**src/rtl/imm_ext_pipe.sv**
```systemverilog
// imm_ext_pipe: immediate extender feeding a 2-entry in-order result FIFO
module imm_ext_pipe #(
    parameter int IN_W  = 16,
    parameter int OUT_W = 32
) (
    input  logic             clk,
    input  logic             reset,
    input  logic             in_valid,
    output logic             in_ready,
    input  logic [IN_W-1:0]  in_imm,
    input  logic [2:0]       in_op,
    output logic             out_valid,
    input  logic             out_ready,
    output logic [OUT_W-1:0] out_data,
    output logic             out_err
);
    logic [1:0]       count;
    logic [OUT_W-1:0] d0, d1, zx, sx, res;
    logic             e0, e1, bad, push, pop;

    assign in_ready  = count < 2'd2;
    assign out_valid = count != 2'd0;
    assign out_data  = d0;
    assign out_err   = e0;
    assign push      = in_valid && in_ready;
    assign pop       = out_valid && out_ready;

    // Extension of the incoming immediate; illegal modes yield zero with err set
    always_comb begin
        zx  = {{(OUT_W-IN_W){1'b0}}, in_imm};
        sx  = {{(OUT_W-IN_W){in_imm[IN_W-1]}}, in_imm};
        bad = in_op > 3'd4;
        res = in_op == 3'd0 ? zx :
              in_op == 3'd1 ? sx :
              in_op == 3'd2 ? {in_imm, {(OUT_W-IN_W){1'b0}}} :
              in_op == 3'd3 ? sx << 2 :
              in_op == 3'd4 ? zx << 2 : '0;
    end

    // FIFO storage: head in d0/e0; vacated slots are zeroed so an empty head reads 0
    always_ff @(posedge clk) begin
        if (!reset) begin
            count <= '0;
            d0    <= '0;
            e0    <= 1'b0;
            d1    <= '0;
            e1    <= 1'b0;
        end else begin
            count <= count + 2'(push) - 2'(pop);
            if (pop) begin
                d0 <= count == 2'd2 ? d1 : (push ? res : '0);
                e0 <= count == 2'd2 ? e1 : (push && bad);
                d1 <= '0;
                e1 <= 1'b0;
            end else if (push && count == 2'd0) begin
                d0 <= res;
                e0 <= bad;
            end else if (push) begin
                d1 <= res;
                e1 <= bad;
            end
        end
    end
endmodule

```
**config.mk**
```make
export PLATFORM = sky130hd
export DESIGN_NAME = imm_ext_pipe
export DESIGN_NICKNAME = d
export VERILOG_FILES = /design/src/rtl/imm_ext_pipe.sv
export SDC_FILE = /design/constraint.sdc
export NUM_CORES = 1
export LEC_CHECK = 0
export CORE_MARGIN = 2
export CORE_UTILIZATION = 58
export CTS_CLUSTER_SIZE = 14
export DETAILED_ROUTE_END_ITERATION = 6
export PLACE_DENSITY = 0.88
export SYNTH_ARGS = -nofsm -noshare
export SYNTH_HDL_FRONTEND = slang
export SYNTH_SLANG_ARGS = --single-unit
```
**constraint.sdc**
```tcl
create_clock -name clk -period 4.9 [get_ports clk]
set_input_delay 1.47 -clock clk [delete_from_list [all_inputs] [get_ports clk]]
set_output_delay 1.47 -clock clk [all_outputs]
set_load 0.01 [all_outputs]
```
### Word-level counts from Yosys, hierarchy flattened

Index checks and enable logic that the tools add are counted.

* register bits: 68
* latch bits: 0
* bits in writable memories: 0
* memory bits (read-only): 0
* bits of input ports: 23
* word-level logic and storage cells: 38
* memories kept: 0

* add/subtract/negate cells: 2
* multiply operators: 0
* div/mod/pow operators: 0
* order comparisons: 2
* eq/ne operators: 5
* shifts and indexed selects: 0
* multiplexer cells: 12
* bitwise logic cells: 2
* reductions and logical operators: 10

Operators with widths (number)
* 32-bit 2-to-1 mux: 8
* 18-bit 2-to-1 mux: 1
* 3-bit by 2-bit == test with 1-bit output, second input constant: 2
* 1-bit logical AND: 4
* 2-bit nonzero test: 2
* 3-bit by 1-bit == test with 1-bit output, second input constant: 1
* 3-bit == test, second input constant: 1
* 3-bit > comparator, second input constant: 1
* 3-bit logical NOT: 1
* 1-bit 2-to-1 mux: 3
* 2-bit by 1-bit adder with 2-bit output: 1
* 2-bit == test, second input constant: 1
* 2-bit logical NOT: 1
* 2-bit < comparator, second input constant: 1
* 1-bit inverter: 2
* 2-bit AND reduction: 1
* 2-bit OR reduction: 1
* 2-bit by 1-bit subtractor with 2-bit output: 1

### Longest topological paths before layout

* word-level depth: 9
* depth in mapped cells: 9
* gate-level depth less buffers: 8

### Worst setup path after synthesis

OpenSTA, ideal clock, no wires.

* kind: input to register
* start point: input out_ready
* end point: register count[1]
* arrival time: 2510 ps
* data required time: 4785 ps
* setup slack: 2275 ps
* stages on the path: 8
* path buffers: 0
* cells stage by stage: o21ai_1 > inv_1 > ha_1 > inv_1 > ha_1 > xnor2_1 > xnor2_1 > and2_1

* longest elaborated chain between the ends: 2

Ends and longest elaborated chain
* start, declared: line 13 `input logic out_ready,`
* 1-bit logical AND: line 26 `assign pop = out_valid && out_ready;`
* 2-bit by 1-bit subtractor with 2-bit output: line 49 `count <= count + 2'(push) - 2'(pop);`
* end signal, assigned: line 49
* end, declared: line 17 `logic [1:0] count;`

No other way between the ends.
A chain may end at the register's enable or synchronous reset.

### Final worst setup path

* start point: input out_ready
* end point: register d0[16], in the netlist out_data[16]

* longest elaborated chain between the ends: 2
* elaborated cells on any way between the ends: 3

Ends and longest elaborated chain
* 1-bit logical AND *: line 26
* 32-bit 2-to-1 mux or 2-bit nonzero test (tied branches)
* end signal, assigned: line 51 `d0 <= count == 2'd2 ? d1 : (push ? res : '0);`
* end signal, assigned: line 56 `d0 <= res;`
* end, declared: line 18 `logic [OUT_W-1:0] d0, d1, zx, sx, res;`

Mark *: on every way between the ends. The rest lies on a longest branch, timed or not.

==> metrics.md <==
| Metric | Value |
|---|---|
| Mapped Area | `3590 sq um` |
| Tcrit/Tclk final | `0.650` |
| Root buf cell | `clkbuf_8` |
| Post-Synth Simple-Gate Area | `0.273` |
| Routed len/inst | `17.8 um` |
| Fill cell count | `472` |
| Adder-cell share of the synthesized area | `0.00698` |
| Die width | `82.6 um` |
| Top-level port count | `58` |
| RSZ-0062 raised after global routing | `no` |
| Largest net degree at the start of global routing | `41` |
| Average size of a mapped cell | `7.57 sq um` |
| CP Data Arrival Time | `3460 ps` |
| Share of layout cells above drive strength 1 | `0.0626` |
| Register area share after synthesis | `0.379` |
| Worst path required time | `5170 ps` |
| Max Freq | `314 MHz` |
| Final WL | `10400 um` |
| Layout Area Growth over Synthesis | `21.2%` |
| 1st-pass router iterations | `6` |
| CTS tree | `done` |
| Die Ht | `82.6 um` |
| CP Capture Type | `flip-flop` |
| Setup-failing EPs final | `0` |
| Worst-margin pin slew | `1140 ps` |
| Clock transition at the registers of the reported paths | `70 ps` |
| Core Region | `5960 sq um` |
| Rel. slew slack | `0.236` |
| Vias | `3727` |
| Max stage delay cell, worst path | `nand2_2` |
| Largest fanout on the critical path | `35` |
| #FFs+latches synth | `68` |
| Worst hold path type | `reg2reg` |
| Clk sinks | `68` |
| Drt via density | `6.36` |
| Die Area | `6830 sq um` |
| Compound-cell area share of the yosys netlist | `0.269` |
| Outcome | `complete, no violations` |
| Number of remaining DRC errors | `0` |
| CTS H-tree depth | `3` |
| Row cnt | `28` |
| Worst clock skew | `8.10 ps` |
| Yosys Warn Count | `0` |
| Vias in the first global route | `3349` |
| Fraction of synthesized area in multiplexers | `0.00314` |
| Post-Syn Nets | `499` |
| Number of max-cap violations | `0` |
| Multi-input gate area | `2000 sq um` |
| Endpoints failing hold | `0` |
| Total CTS buffers | `9` |
| IO Port Bufs | `57` |
| Hold buffer count at CTS | `0` |
| Layout net count | `531` |
| Post-Syn Instances | `474` |
| Antenna cells | `0` |
| Synth cell types | `35` |
| Initial antenna violation count | `0` |
| Flip-flop and latch area | `1360 sq um` |
| Classification of the worst setup path | `in2reg` |
| Post-route ant nets | `0` |
| Final Wtd Congestion | `0.923` |
| Gr ovfl total | `0` |
| DP HPWL | `6380 um` |
| Xor/xnor share of the synthesized area | `0.00488` |
| First-pass GRT wire length | `16500 um` |
| Crit-path max cell delay | `490 ps` |
| Clk_lat worst skew | `350 ps` |
| Final Util | `0.730` |
| Pleak | `1.62 nW` |
| Fin. max-slew vios | `0` |
| Post-CTS Setup Bufs | `0` |
| Crit path time final | `3190 ps` |
| DR iter-0 viols | `488` |
| Clock buffer depth | `2` |
| Gr usage total | `0.320` |
| CP delay by family, top | `buffers and inverters` |
| Startpoint Class | `primary input` |
| Starting Density | `0.602` |
| WP buf/inv | `2` |
| Crit-path cells | `clkdlybuf4s50_1, buf_4, o21ai_1, nand2_2, o21ai_0, a21oi_1` |
| Max VDD drop | `0.422 mV` |
| CTS resizes | `0` |
| Main combinational cell family by area after synthesis | `simple AND/OR/NAND/NOR gates` |
| Pwr per Cell Area | `520 nW/um^2` |
| TNS Setup | `0 ps` |
final timing paths:
kind / start / end / slack [ps] / cells after the start
min: d1[12] / d1[12] / 460 / 2
max reg2reg: count[0] / out_data[26] / 2830 / 6
min reg2reg: d1[12] / d1[12] / 460 / 2
max: out_ready / out_data[16] / 1710 / 6
stage by stage:
| stage | instances | hold WS (ps) | worst slack [ps] | cell area (sq um) | power (W) |
|---|---|---|---|---|---|
| after floorplan | 474 | 437 | 2270 | 3590 | 0.00136 |
| after global placement | 570 | 441 | 1510 | 4130 | 0.00170 |
| after detailed placement | 570 | 447 | 1430 | 4130 | 0.00173 |
| after CTS | 586 | 457 | 1730 | 4350 | 0.00225 |
| after global routing | 586 | 475 | 1590 | 4350 | 0.00239 |
| final | 586 | 457 | 1710 | 4350 | 0.00226 |
flip-flops by register name, summed over array words and instances, names as in the netlist:
register / cells
count: 2
d1: 32
e1: 1
out_data: 32
out_err: 1
power breakdown:
part / total, W / internal (W) / switching, W
sequential: 0.000733 / 0.000675 / 0.0000588
clock: 0.000510 / 0.000298 / 0.000212
combinational: 0.00102 / 0.000450 / 0.000569
synthesized netlist by cell type (all sizes together):
master   n  area [sq um]
o21ai   70           354
dfxtp   68          1360
nand2   66           250
a21oi   47           235
nor2b   39           244
nor2    34           128
clkbuf  33           124
a22oi   26           195
buf     15          87.6
nand3b  14           105
a221o   13           130
nor4bb  11           110
and3     4          25.0
inv      4          15.0
nand3    4          20.0
a32oi    3          26.3
nor3     3          15.0
and2     2          12.5
ha       2          25.0
nand4    2          12.5
nor3b    2          15.0
or2      2          12.5
xnor2    2          17.5
a211oi   1          7.51
a222oi   1          10.0
and3b    1          8.76
mux2     1          11.3
nand2b   1          6.26
nor4     1          6.26
o31ai    1          7.51
or3b     1          8.76
worst min-delay path: stages, from the launching register on:
cell	delay [ps]
dfxtp_1	310
nand2_1	50
a21oi_1	50
final cells by class:
class                      instances  area share
clock inverter                     5      0.0173
timing repair buffer              69       0.152
clock buffer                      11      0.0325
tap                               75      0.0216
inverter                           4     0.00345
multi-input combinational        354       0.460
sequential                        68       0.313
cell families after synthesis:
family                     count (synthesis)
AOI/OAI and AO/OA                        162
xor gates and xnor gates                   2
adders and majority gates                  2
buffers and inverters                     52
DFF                                       68
muxes                                      1
and+or+nand+nor                          187
layout by cell type (no fill, tap or decap), types with 10 or more instances in the layout:
master	netlist	layout
o21ai_0	68	68
dfxtp_1	68	68
nand2_1	65	65
clkdlybuf4s50_1	0	57
a21oi_1	47	47
nor2b_1	39	39
nor2_1	34	34
a22oi_1	26	26
nand3b_1	14	14
a221o_1	13	13
buf_4	0	12
nor4bb_1	11	11
clkbuf_8	0	10
routing by layer:
layer / wire, um / vias up / share of wire / global-route usage
met3: 1130 / 38 / 0.11 / 0.0685
met5: 0 / - / 0 / 0
met4: 324 / 0 / 0.031 / 0.123
met1: 4040 / 1723 / 0.39 / 0.415
li1: - / 1728 / - / -
met2: 4930 / 238 / 0.47 / 0.520
No activity file was read; power rests on OpenSTA's default activity.
